`config.mk`:
```
export PLATFORM = sky130hd
export DESIGN_NAME = funnel_fanout_buffered
export DESIGN_NICKNAME = d
export VERILOG_FILES = /design/src/rtl/funnel_fanout_buffered.sv
export SDC_FILE = /design/constraint.sdc
export NUM_CORES = 1
export LEC_CHECK = 0
export BUFFER_PORTS_ARGS = -buffer_cell sky130_fd_sc_hd__buf_2
export CAP_MARGIN = 40
export CORE_MARGIN = 5
export CORE_UTILIZATION = 45
export CTS_CLUSTER_SIZE = 28
export DETAILED_ROUTE_END_ITERATION = 10
export HOLD_SLACK_MARGIN = 0.05
export PLACE_DENSITY = 0.74
export SLEW_MARGIN = 20
export SYNTH_ARGS = -nofsm -noshare
export SYNTH_HDL_FRONTEND = slang
export SYNTH_SLANG_ARGS = --single-unit
```
`constraint.sdc`:
```
create_clock -name CLK -period 3.97 [get_ports CLK]
set_input_delay 0.397 -clock CLK [delete_from_list [all_inputs] [get_ports CLK]]
set_output_delay 0.397 -clock CLK [all_outputs]
set_load 0.02 [all_outputs]
```
`src/rtl/funnel_fanout_buffered.sv`:
```
// One-to-many distributor: each accepted word is routed by its lane index into a
// small per-lane FIFO; out-of-range indices are consumed, counted and discarded.
module funnel_fanout_buffered #(
  parameter int WIDTH        = 32,
  parameter int FUNNEL_WIDTH = 4,
  parameter int IDX_WIDTH    = 2,
  parameter int DEPTH        = 2
) (
  input  logic                          CLK,
  input  logic                          RST,
  input  logic                          in_enq__ENA,
  input  logic [WIDTH-1:0]              in_enq_v,
  input  logic [IDX_WIDTH-1:0]          in_enq_index,
  output logic                          in_enq__RDY,
  output logic [FUNNEL_WIDTH-1:0]       out_enq__ENA,
  output logic [FUNNEL_WIDTH*WIDTH-1:0] out_enq_v,
  input  logic [FUNNEL_WIDTH-1:0]       out_enq__RDY,
  output logic                          dropped,
  output logic [15:0]                   drop_count
);

  localparam int PTR_W = (DEPTH > 1) ? $clog2(DEPTH) : 1;
  localparam int CNT_W = $clog2(DEPTH + 1);
  localparam int IDXP_W = IDX_WIDTH + 1;
  localparam logic [PTR_W-1:0]  LAST_PTR  = PTR_W'(DEPTH - 1);
  localparam logic [CNT_W-1:0]  FULL_CNT  = CNT_W'(DEPTH);
  localparam logic [IDXP_W-1:0] NUM_LANES = IDXP_W'(FUNNEL_WIDTH);

  logic [WIDTH-1:0] mem_r    [FUNNEL_WIDTH][DEPTH];
  logic [PTR_W-1:0] rd_ptr_r [FUNNEL_WIDTH];
  logic [PTR_W-1:0] wr_ptr_r [FUNNEL_WIDTH];
  logic [CNT_W-1:0] cnt_r    [FUNNEL_WIDTH];
  logic             dropped_r;
  logic [15:0]      drop_count_r;

  logic                    full_any_s;
  logic                    take_s;
  logic                    in_range_s;
  logic                    drop_s;
  logic [FUNNEL_WIDTH-1:0] push_s;
  logic [FUNNEL_WIDTH-1:0] pop_s;

  function automatic logic [PTR_W-1:0] next_ptr(input logic [PTR_W-1:0] p);
    return (p == LAST_PTR) ? PTR_W'(0) : p + PTR_W'(1);
  endfunction

  // Guard uses occupancy only, so it never depends on the offered word or index.
  always_comb begin
    full_any_s = 1'b0;
    pop_s      = '0;
    push_s     = '0;
    in_range_s = ({1'b0, in_enq_index} < NUM_LANES);
    take_s     = in_enq__ENA & ~full_any_s & ~RST;
    for (int i = 0; i < FUNNEL_WIDTH; i++) begin
      full_any_s = full_any_s | (cnt_r[i] == FULL_CNT);
    end
    take_s = in_enq__ENA & ~full_any_s & ~RST;
    drop_s = take_s & ~in_range_s;
    for (int i = 0; i < FUNNEL_WIDTH; i++) begin
      push_s[i] = take_s & in_range_s & (in_enq_index == IDX_WIDTH'(i));
      pop_s[i]  = (cnt_r[i] != CNT_W'(0)) & out_enq__RDY[i] & ~RST;
    end
  end

  assign in_enq__RDY  = RST | ~full_any_s;
  assign out_enq__ENA = pop_s;
  assign dropped      = dropped_r;
  assign drop_count   = drop_count_r;

  genvar g;
  for (g = 0; g < FUNNEL_WIDTH; g++) begin : g_lane_out
    assign out_enq_v[g*WIDTH +: WIDTH] = mem_r[g][rd_ptr_r[g]];
  end

  // Lane FIFOs and drop bookkeeping; a lane popped while empty cannot happen since pop needs count != 0.
  always_ff @(posedge CLK) begin
    if (RST) begin
      for (int i = 0; i < FUNNEL_WIDTH; i++) begin
        rd_ptr_r[i] <= PTR_W'(0);
        wr_ptr_r[i] <= PTR_W'(0);
        cnt_r[i]    <= CNT_W'(0);
      end
      dropped_r    <= 1'b0;
      drop_count_r <= 16'd0;
    end else begin
      for (int i = 0; i < FUNNEL_WIDTH; i++) begin
        if (push_s[i]) begin
          mem_r[i][wr_ptr_r[i]] <= in_enq_v;
          wr_ptr_r[i]           <= next_ptr(wr_ptr_r[i]);
        end
        if (pop_s[i]) begin
          rd_ptr_r[i] <= next_ptr(rd_ptr_r[i]);
        end
        case ({push_s[i], pop_s[i]})
          2'b10:   cnt_r[i] <= cnt_r[i] + CNT_W'(1);
          2'b01:   cnt_r[i] <= cnt_r[i] - CNT_W'(1);
          default: cnt_r[i] <= cnt_r[i];
        endcase
      end
      dropped_r <= drop_s;
      if (drop_s && (drop_count_r != 16'hFFFF)) begin
        drop_count_r <= drop_count_r + 16'd1;
      end
    end
  end

endmodule

```
## After elaboration in Yosys (flattened, before gate mapping)

Memory sizes are Yosys's and may differ from the RTL's.
Cells that the tools add are included.

| word-level totals | value |
|---|---|
| register bits after elaboration | 0 |
| memory bits (writable) | 272 |
| output and inout port bits | 150 |
| memories kept | 4 |

| operators by class | value |
|---|---|
| add/subtract/negate cells | 16 |
| order comparisons | 12 |
| eq/ne operators | 15 |
| mux-type cells | 123 |
| bitwise logic cells | 48 |
| reduce and logical (&&, ||, !) cells | 16 |

Memories:

| memory | depth | width | read ports | clocked after memory_dff | write ports | line | text |
|---|---|---|---|---|---|---|---|
| mem_r | 4 | 64 | 4 | 0 | 1 | 29 | `logic [WIDTH-1:0] mem_r [FUNNEL_WIDTH][DEPTH];` |
| cnt_r | 4 | 2 | 4 | 0 | 4 | 32 | `logic [CNT_W-1:0] cnt_r [FUNNEL_WIDTH];` |
| rd_ptr_r | 4 | 1 | 4 | 0 | 4 | 30 | `logic [PTR_W-1:0] rd_ptr_r [FUNNEL_WIDTH];` |
| wr_ptr_r | 4 | 1 | 4 | 0 | 4 | 31 | `logic [PTR_W-1:0] wr_ptr_r [FUNNEL_WIDTH];` |

Operators by type and width:

| operator | count |
|---|---|
| $mux 64 | 10 |
| $mux 32 | 16 |
| $reduce_or 64->1 | 3 |
| $demux 32 s1 | 4 |
| $mux 1 | 78 |
| $mux 2 | 15 |
| $or 1x1->1 | 24 |
| $eq 2x2->1 const B | 10 |
| $ge 2x2->1 const B | 8 |
| $not 1->2 | 8 |
| $and 1x1->1 | 14 |
| $eq 2x1->1 const B | 5 |
| $add 1x1->1 const B | 8 |
| $add 2x1->2 const B | 4 |
| $lt 2x1->1 const B | 4 |
| $reduce_bool 2->1 | 4 |
| $reduce_or 2->1 | 4 |
| $sub 2x1->2 const B | 4 |
| $logic_and 1x1->1 | 4 |
| $logic_not 2->1 | 1 |
| $not 1->1 | 2 |

## Logic depth before layout (Yosys ltp)

Gate-level depths: netlist of the first run.
An unclocked memory read counts as a cell.

| depth | value |
|---|---|
| depth in word-level cells | 16 |
| depth in mapped cells | 9 |
| mapped depth without buffers | 8 |

## Worst setup path before layout of the first run

Ideal clock, no wire load.

| timing | value |
|---|---|
| kind | register to register |
| start | memory cnt_r[0][6] in the netlist's numbering |
| end | memory mem_r[1][0] in the netlist's numbering, enable pin |
| arrival | 3.521 ns |
| path slack | -0.012 ns |
| stages on the path, launching flop included | 6 |
| path buffers | 1 |
| period minus slack after synthesis | 3.982 ns |
| cells stage by stage | edfxtp_1 inv_1 ha_1 or4_4 buf_6 nor3_1 |

RTL lines:

| what | line |
|---|---|
| from (decl) | 32 |
| to (decl) | 29 |

==> results.md, run 1 <==
- Status: completed
- First-pass GRT wire length: between 30 and 40 mm
- WP depth: 3
- Dpl cell area: 11880 sq um
- Synth-to-layout area growth: 21.50%
- Number of max-cap violations: 0
- Chip Height: around 160 um
- Total CTS buffers: 28
- CP Max Fanout: 21
- Clock Path Buffers: 3
- Drt total wl: 22.06 mm
- Sink Count: roughly 270
- H-tree levels: 1
- GR Util All Layers: between 10% and 20%
- Worst path cell trace: buf_4 > mux2_2 > buf_2
- Post-Place Setup Slack: ~1.2 ns
- Initial core utilization: 45.28%
- RSZ-0062 raised after global routing: no
- Setup bufs post-CTS: 0
- DP Cell Count: between 1000 and 1500
- Clock root cell: clkbuf_16
- CP peak stage delay: approximately 0.84 ns
- Fraction of layout cells with a size suffix above 1: approximately half
- Post-synthesis sequential area ratio: approximately 78%
- Total iterations of the first detailed-routing run: 4
- Per-instance average area after synthesis: around 19 sq um
- Worst setup endpoint: out_enq_v[122]
- Core ar.: approximately 23000 sq um
- R2r endpoint: mem_r[2][38]
- Reg2reg path depth: 5
- # hold bufs at CTS: 0
- Top-count cell post-synth: edfxtp_1
- Vias in the first global route: roughly 5600
- Most area-consuming cells after synthesis: edfxtp_1 78%, mux2_2 14%, buf_4 1.2%
- Crit path launch: rd_ptr_r[3]
- DR WL/cell: 20.35 um
- Reg2reg setup slack: between 1 and 1.5 ns
- Worst-Skew Late Latency: ~0.52 ns
- Diode count: 0
- IO Pins: 191
- Post-synth top area cell: edfxtp_1
- DR iter-0 viols: between 200 and 300
- Synth Instances: ~540
- Slew Limit Headroom: a little under half
- Most frequently used flop master after synthesis: edfxtp_1
- Avg Vias per Cell: 4.993
- Crit. End Element: output port
- Detailed placement HPWL: 14.61 mm
- LEAKAGE: between 4 and 5 nW
- Layout Cells excl Fill: roughly 1100
- Critical path buffers and inverters: 2
- Reg clk slew, reported paths: roughly 0.060 ns
- Post-synthesis cell type count: 30
- Switching share of total power: 21.28%
- Initial antenna violation count: 1
- Yosys Warn Count: 0
- DRC: 0
- Setup Crit Path Kind: reg -> out
- WHS: about 0.14 ns
- TritonCTS clock tree: done
- Slowest stage cell, crit path: edfxtp_1
- Die area: 26570 sq um
- Fraction of registers with async set or reset after synthesis: 0%
- I/O Buffers: about 170
- Int Pwr: 4.976 mW
- GRT overflow: 0
- Fin area: around 13000 sq um
- Largest net degree at the start of global routing: 28
- Vias: between 5000 and 6000
- Final Max Slew Viols: 0
- Synthesis-stage register bit count: 272
- Final period utilization: just over 70%
- Final Hold Fails: 0
- Slew @ Worst Pin: between 0.7 and 0.8 ns
- Final nets: approximately 800
- GPL Wtd Cong: 0.7594
- Antenna viol nets, final: 0
- Worst Setup Start Kind: register
- Switching Power: around 1.3 mW
- Crit path DAT: ~2.4 ns
- Clk pwr share: around 41%
- Worst setup slack after layout: roughly 1.2 ns
- Max frequency: roughly 360 MHz
- CP delay by family, top: flip-flops
- Syn Std Cell Area: 10530 sq um
- Commonest cells post-synth: 272 x edfxtp_1, 128 x mux2_2, 20 x clkbuf_1
- Crit path time final: about 2.8 ns
- Share of the synthesized area in the top cell type: roughly 78%
- Power per cell area: between 400 and 500 nW/um^2
- VDD IR max: 0.3464 mV
- Req. time, crit path: between 3 and 4 ns
- Post-CTS sizing: 0
- Filler cell count: between 1500 and 2000
- Register share of total power: about half
- Reg2reg start: cnt_r[0][6]
- Site Rows: 56
- Max Clock Skew: 0.01159 ns
- Hold/Removal Path Class: in -> reg
- Die Width: roughly 160 um
- Number of synthesized flops with an enable pin: 272
- Combinational Power Share: 7.7%
- Final setup violation count: 0
[cell families after synthesis]
kind of cell,Yosys count,synth area share [%]
flops,272,77.55
mux,128,13.68
simple gates,70,4.039
buf+inv,45,2.293
compound gates,15,0.9623
fa+ha+maj,10,1.188
xor+xnor,3,0.2495
other cells,1,0.03560
[metal layers]
| layer | share of wire, % | global-route usage (%) | vias up |
|---|---|---|---|
| met5 | 0.032 | 0 | - |
| met4 | 1.4 | 3.241 | 2 |
| met3 | 6.8 | 3.670 | 31 |
| met2 | 48 | 26.96 | 177 |
| met1 | 44 | 22.96 | 2710 |
| li1 | - | - | 2492 |
[power by group through the flow]
stage | Clock [mW] | Combinational (mW) | Sequential, mW
after global routing | 2.79 | 0.528 | 3.24
after detailed placement | 0 | 0.494 | 3.29
final | 2.60 | 0.490 | 3.23
after floorplan | 0 | 0.337 | 3.27
after global placement | 0 | 0.486 | 3.29
after CTS | 2.65 | 0.497 | 3.23
[worst register-to-register path: stages, from the launching register on]
cell      delay [ns]
edfxtp_1        0.35
inv_1           0.06
ha_1            0.20
or4_4           0.67
nor4b_4         0.76
buf_4           0.37
[area by class of cell]
cell class | instances | area [sq um] | share of cell area (%)
Timing Repair Buffer | 194 | 1056 | 8.252
Clock inverter | 14 | 168.9 | 1.320
Multi-Input combinational cell | 243 | 2231 | 17.43
Sequential cell | 272 | 8168 | 63.82
Inverter | 6 | 22.52 | 0.1760
Clock buffer | 36 | 752.0 | 5.876
Tap cell | 319 | 399.1 | 3.119
[worst min-delay path by stage]
stage,start,end,cells past startpoint,slack [ns]
finish,in_enq_v[27],mem_r[1][27],1,0.14
global placement,cnt_r[0][6],cnt_r[0][6],1,0.56
global route,in_enq_v[2],mem_r[0][2],1,0.13
detailed placement,cnt_r[0][6],cnt_r[0][6],1,0.57
floorplan,in_enq_v[0],mem_r[0][0],0,0.50
CTS,in_enq_v[2],mem_r[0][34],1,0.12
[layout by cell type (no fill, tap or decap), types with 6 or more instances in the layout]
cell,instances
conb_1,17
nor2b_1,6
ha_1,10
edfxtp_1,272
clkbuf_1,7
buf_4,19
nor2_1,12
clkinv_1,6
inv_1,6
nand2b_1,8
nand2_1,7
clkbuf_16,29
buf_2,173
mux2_2,128
nor3_1,8
[registers in the layout, indices dropped and copies added (netlist names)]
name,count
rd_ptr_r,4
wr_ptr_r,4
mem_r,256
cnt_r,8
[per-stage QoR]
stage,util (%),power (mW),TNS (ns)
2_1_floorplan,-,3.606,-1.520
3_3_place_gp,50.94,3.779,0
3_5_place_dp,51.05,3.788,0
4_1_cts,55.01,6.379,0
5_1_grt,55.01,6.552,0
6_report,55.01,6.321,0
Power figures use the tool's default switching activity.
==> run 2, diff against run 1 <==
PLACE_DENSITY = 0.72   (was 0.74)
clock period = 2.9 ns   (was 3.97 ns; I/O delays follow)
==> run 2 against run 1 <==
Critical path depth grew 4; total power grew 38%; setup slack got worse by 0.77 ns; clock-buffer cell count is 2 lower; largest power group unchanged; first-iteration DRC count is 24% higher; register-to-register slack lost 0.84 ns; sequential power rose by 36%; global-route usage about the same; combinational power increased by 47%; clock skew increased by 0.0084 ns.
==> results.md, run 2 (synthesized netlist as in run 1, its figures left out) <==
- CP delay by family, top: simple AND/OR/NAND/NOR gates
- H-tree levels: 1 (unchanged)
- Max frequency: around 400 MHz
- Layout Cells excl Fill: 1097 (+1.2%)
- Reg2reg setup slack: 0.41 ns (-0.84 ns)
- Combinational Power Share: 8.3% (+0.6 points)
- Fraction of layout cells with a size suffix above 1: 48.59% (-0.69 points)
- Max Clock Skew: 0.01996 ns (+0.008364 ns)
- Vias: 5510 (+1.8%)
- Slew Limit Headroom: 62.77% (+16 points)
- # hold bufs at CTS: 14 (+14)
- Die Width: 163.0 um (unchanged)
- Total iterations of the first detailed-routing run: 4 (unchanged)
- DRC: 0 (unchanged)
- Clk pwr share: 41.1% (about the same)
- Critical path buffers and inverters: 1 (-1)
- LEAKAGE: 4.648 nW (+1.8%)
- Worst Hold Launch: in_enq_v[30]
- Switching share of total power: 21.46% (+0.18 points)
- Final period utilization: 86.01%
- Post-CTS sizing: 0 (unchanged)
- Clock Path Buffers: 3 (unchanged)
- Number of max-cap violations: 0 (unchanged)
- Reg2reg path depth: 7 (+2)
- Drt total wl: 22.39 mm (+1.5%)
- Core ar.: 23260 sq um (unchanged)
- Register share of total power: 50.6% (-0.6 points)
- RSZ-0062 raised after global routing: no
- Sink Count: 272 (unchanged)
- Final Hold Fails: 0 (unchanged)
- Status: completed
- Reg clk slew, reported paths: 0.06 ns (about the same)
- First-pass GRT wire length: 33.65 mm (+1.1%)
- Filler cell count: 1814 (-0.55%)
- Initial antenna violation count: 1 (unchanged)
- Worst Setup Start Kind: register
- VDD IR max: 0.4148 mV (+20%)
- WHS: 0.06790 ns (-0.07664 ns)
- Switching Power: 1.866 mW (+39%)
- Synth-to-layout area growth: 23.31%
- Initial core utilization: 45.28% (unchanged)
- Site Rows: 56 (unchanged)
- GR Util All Layers: 16.49% (+0.047 points)
- Avg Vias per Cell: 5.023 (+0.60%)
- Reg2reg start: cnt_r[0][6]
- Slowest stage cell, crit path: or4_4
- Die area: 26570 sq um (unchanged)
- Diode count: 0 (unchanged)
- CP Max Fanout: 12 (-43%)
- Power per cell area: 669.5 nW/um^2 (+36%)
- Worst path cell trace: inv_1 > ha_1 > or4_4 > or3_1 > ha_1 > nor2_1 > o21bai_1
- Max FFs per register: 256 (unchanged)
- Tot Pwr: 8.695 mW (+38%)
- DP Cell Count: 1034 (unchanged)
- DR WL/cell: 20.41 um (+0.29%)
- GRT overflow: 0 (unchanged)
- Vias in the first global route: 5887 (+4.5%)
- Critical path's most frequent cell: ha_1
- WHS Path Cells: 1 (unchanged)
- Setup_tns: 0 ns (unchanged)
- Clock root cell: clkbuf_16
- IO Pins: 191 (unchanged)
- Worst-Skew Late Latency: 0.53 ns (about the same)
- Largest net degree at the start of global routing: 34 (+21%)
- GPL Wtd Cong: 0.8438 (+11%)
- Hold Path Sink: mem_r[0][62]
- Chip Height: 163.0 um (unchanged)
- Detailed placement HPWL: 14.80 mm (+1.3%)
- Commonest non-fill, non-tap cell in the layout: edfxtp_1
- Slew @ Worst Pin: 0.5585 ns (-0.2388 ns)
- Final setup violation count: 0 (unchanged)
- Int Pwr: 6.829 mW (+37%)
- R2r endpoint: cnt_r[0][6]
- Crit path DAT: 2.75 ns (+0.35 ns)
- TritonCTS clock tree: done
- Crit path time final: around 2.5 ns
- Total CTS buffers: 28 (unchanged)
- Setup bufs post-CTS: 0 (unchanged)
- I/O Buffers: 173 (unchanged)
- Final nets: 810 (+1.8%)
- CP peak stage delay: 0.69 ns (-0.15 ns)
- Hold/Removal Path Class: in -> reg
- Antenna viol nets, final: 0 (unchanged)
- Final Max Slew Viols: 0 (unchanged)
- Req. time, crit path: 3.16 ns (-0.41 ns)
- DR iter-0 viols: 353 (+24%)
- Setup Crit Path Kind: reg -> reg
- Crit. End Element: register
- Commonest cells after routing, fill and taps aside: 272 x edfxtp_1, 173 x buf_2, 128 x mux2_2
run 2: routing by layer:
metal,wire length [um],global-route usage [%],up-vias
met5,13,0,-
met1,9325,22.30,2760
li1,-,-,2511
met4,285,3.279,2
met3,1850,3.797,27
met2,10920,27.75,210
run 2: metrics by stage:
stage	worst slack (ns)	utilization [%]	instance area, sq um
final	0.4058	55.83	12990
after global routing	0.3159	55.83	12990
after CTS	0.3962	55.83	12990
after detailed placement	0.4131	51.24	11920
after global placement	0.4796	51.24	11920
after floorplan	-0.6929	-	10620
run 2: how the worst max path moves through the flow:
stage / startpoint / endpoint / slack [ns] / cells past startpoint
final: cnt_r[0][6] / cnt_r[0][6] / 0.41 / 7
after global routing: cnt_r[0][6] / cnt_r[0][6] / 0.32 / 7
after CTS: cnt_r[0][7] / cnt_r[0][6] / 0.40 / 6
after detailed placement: cnt_r[0][6] / cnt_r[0][7] / 0.41 / 7
after global placement: cnt_r[0][6] / cnt_r[0][7] / 0.48 / 7
after floorplan: cnt_r[0][6] / mem_r[1][32] / -0.69 / 5
run 2: power groups by stage:
stage                     clock network [mW]  registers, mW  logic [mW]
after floorplan                            0           4.48       0.465
after global placement                     0           4.48       0.696
after detailed placement                   0           4.48       0.714
after CTS                               3.64           4.40       0.732
after global routing                    3.83           4.40       0.772
final                                   3.57           4.40       0.722
run 2: layout make-up:
| class | count | area, sq um | area share (%) |
|---|---|---|---|
| timing repair buffer | 208 | 1214 | 9.345 |
| inverter | 6 | 22.52 | 0.1734 |
| tap | 319 | 399.1 | 3.073 |
| sequential | 272 | 8168 | 62.89 |
| clock buffer | 34 | 744.5 | 5.732 |
| multi-input combinational | 243 | 2256 | 17.37 |
| clock inverter | 15 | 183.9 | 1.416 |
==> run 3, diff against run 2 <==
MAX_ROUTING_LAYER = met4   (was default)
==> run 3 against run 2 <==
Non-clock buffer count is 3 higher; via count hardly changed; first-iteration DRC count is 6.2% higher; combinational power is 1% higher; final cell count is 0.55% higher; clock skew is 0.0090 ns lower; utilization is 0.23 points higher; routed wire length is 0.58% lower; die area stayed put; design area is 0.41% higher; total power hardly changed; flip-flop and latch count stayed put.
==> results.md, run 3 (synthesized netlist as in run 1, its figures left out) <==
- Final Hold Fails: 0 (unchanged)
- Slew @ Worst Pin: 0.5714 ns (+0.01283 ns)
- Hold/Removal Path Class: in -> reg
- Reg clk slew, reported paths: 0.06 ns (about the same)
- Setup Crit Path Kind: reg -> reg
- Initial core utilization: 45.28% (unchanged)
- TritonCTS clock tree: done
- Worst path cell trace: inv_1 > ha_1 > or4_4 > or3_1 > ha_1 > nor2_1 > o21bai_1
- Diode count: 0 (unchanged)
- Final Max Slew Viols: 0 (unchanged)
- Antenna viol nets, final: 0 (unchanged)
- Dpl cell area: 11920 sq um (about the same)
- Final nets: 813 (+0.37%)
- # hold bufs at CTS: 18 (+4)
- Setup bufs post-CTS: 0 (unchanged)
- GPL Wtd Cong: 0.8591 (+1.8%)
- CP delay by family, top: simple AND/OR/NAND/NOR gates
- Critical path's most frequent cell: ha_1
- DR iter-0 viols: 375 (+6.2%)
- Status: completed
- CP peak stage delay: 0.69 ns (about the same)
- Commonest non-fill, non-tap cell in the layout: edfxtp_1
- Worst-Skew Late Latency: 0.52 ns (about the same)
- Crit. End Element: register
- WHS: 0.06276 ns (-0.005149 ns)
- Drt total wl: 22.26 mm (-0.58%)
- Max Clock Skew: 0.01094 ns (-0.009013 ns)
- Tot Pwr: 8.702 mW (about the same)
- Fraction of layout cells with a size suffix above 1: 48.85% (+0.27 points)
- Clock Path Buffers: 3 (unchanged)
- Vias: 5515 (+0.091%)
- Post-Place Setup Slack: 0.4380 ns (+0.02487 ns)
- H-tree levels: 1 (unchanged)
- DRC: 0 (unchanged)
- Detailed placement HPWL: 14.63 mm (-1.2%)
- Sink Count: 272 (unchanged)
- Final period utilization: 85.18% (-0.83 points)
- Site Rows: 56 (unchanged)
- Crit path DAT: 2.74 ns (about the same)
- Vias in the first global route: 5900 (+0.22%)
- WL met2: 10.78 mm (-1.3%)
- Final setup violation count: 0 (unchanged)
- Die area: 26570 sq um (unchanged)
- Largest net degree at the start of global routing: 34 (unchanged)
- Number of max-cap violations: 0 (unchanged)
- Worst Setup Start Kind: register
- Die Width: 163.0 um (unchanged)
- Clock root cell: clkbuf_16
- Total CTS buffers: 28 (unchanged)
- Initial antenna violation count: 0 (-1)
- VDD IR max: 0.3868 mV (-6.8%)
- M1 wire length: 9.839 mm (+5.5%)
- Req. time, crit path: 3.17 ns (about the same)
- First-pass GRT wire length: 33.78 mm (+0.39%)
- Max frequency: 404.8 MHz (+0.97%)
- I/O Buffers: 173 (unchanged)
- GR Util All Layers: 16.98% (+0.49 points)
- Worst setup slack after layout: 0.4298 ns (+0.02408 ns)
- LEAKAGE: 4.683 nW (+0.77%)
- Total iterations of the first detailed-routing run: 4 (unchanged)
- Critical path buffers and inverters: 1 (unchanged)
- IO Pins: 191 (unchanged)
- Avg Vias per Cell: 5.000 (-0.45%)
- Slew Limit Headroom: 61.91% (-0.86 points)
- DR WL/cell: 20.18 um (-1.1%)
- Chip Height: 163.0 um (unchanged)
- Post-CTS sizing: 0 (unchanged)
- GRT overflow: 0 (unchanged)
- Slowest stage cell, crit path: or4_4
- Power per cell area: 667.3 nW/um^2 (-0.33%)
- Synth-to-layout area growth: 23.82%
- Max FFs per register: 256 (unchanged)
- RSZ-0062 raised after global routing: no
- Setup_tns: 0 ns (unchanged)
- DR top layer: met4
- Core ar.: 23260 sq um (unchanged)
- Commonest cells after routing, fill and taps aside: 272 x edfxtp_1, 173 x buf_2, 128 x mux2_2
- CP Max Fanout: 12 (unchanged)
- Fin area: 13040 sq um (+0.41%)
- Crit path time final: 2.470 ns (-0.02408 ns)
- Metal3 WL: 1.432 mm (-23%)
- Filler cell count: 1841 (+1.5%)
-- run 3: where the power goes --
part | total [mW] | switching [mW] | internal [mW]
Clock | 3.57 | 1.39 | 2.18
Sequential | 4.40 | 0.0239 | 4.38
Combinational | 0.729 | 0.450 | 0.279
-- run 3: path summary, 6_finish.rpt --
path	from	endpoint	slack (ns)	cells after the start
worst min-delay path	in_enq_v[29]	mem_r[3][29]	0.06	1
worst max-delay path	cnt_r[0][6]	cnt_r[0][6]	0.43	7
worst max register to register	cnt_r[0][6]	cnt_r[0][6]	0.43	7
worst min register to register	rd_ptr_r[1]	rd_ptr_r[1]	0.56	1
-- run 3: area by class of cell --
type / count / area [sq um] / share of cell area (%)
Sequential cell: 272 / 8168 / 62.63
Multi-Input combinational cell: 243 / 2256 / 17.30
Timing Repair Buffer: 211 / 1259 / 9.652
Clock buffer: 34 / 744.5 / 5.709
Tap cell: 319 / 399.1 / 3.061
Clock inverter: 18 / 192.7 / 1.477
Inverter: 6 / 22.52 / 0.1727
-- run 3: layer usage --
metal / vias to the layer above / track usage [%]
met3: 27 / 3.341
met5: - / -
met4: 0 / 2.669
met2: 190 / 27.38
li1: 2526 / -
met1: 2772 / 23.22
-- run 3: stage by stage --
stage | utilization, % | cells
2_1_floorplan | - | 560
3_3_place_gp | 51.26 | 1033
3_5_place_dp | 51.26 | 1033
4_1_cts | 56.06 | 1103
5_1_grt | 56.06 | 1103
6_report | 56.06 | 1103
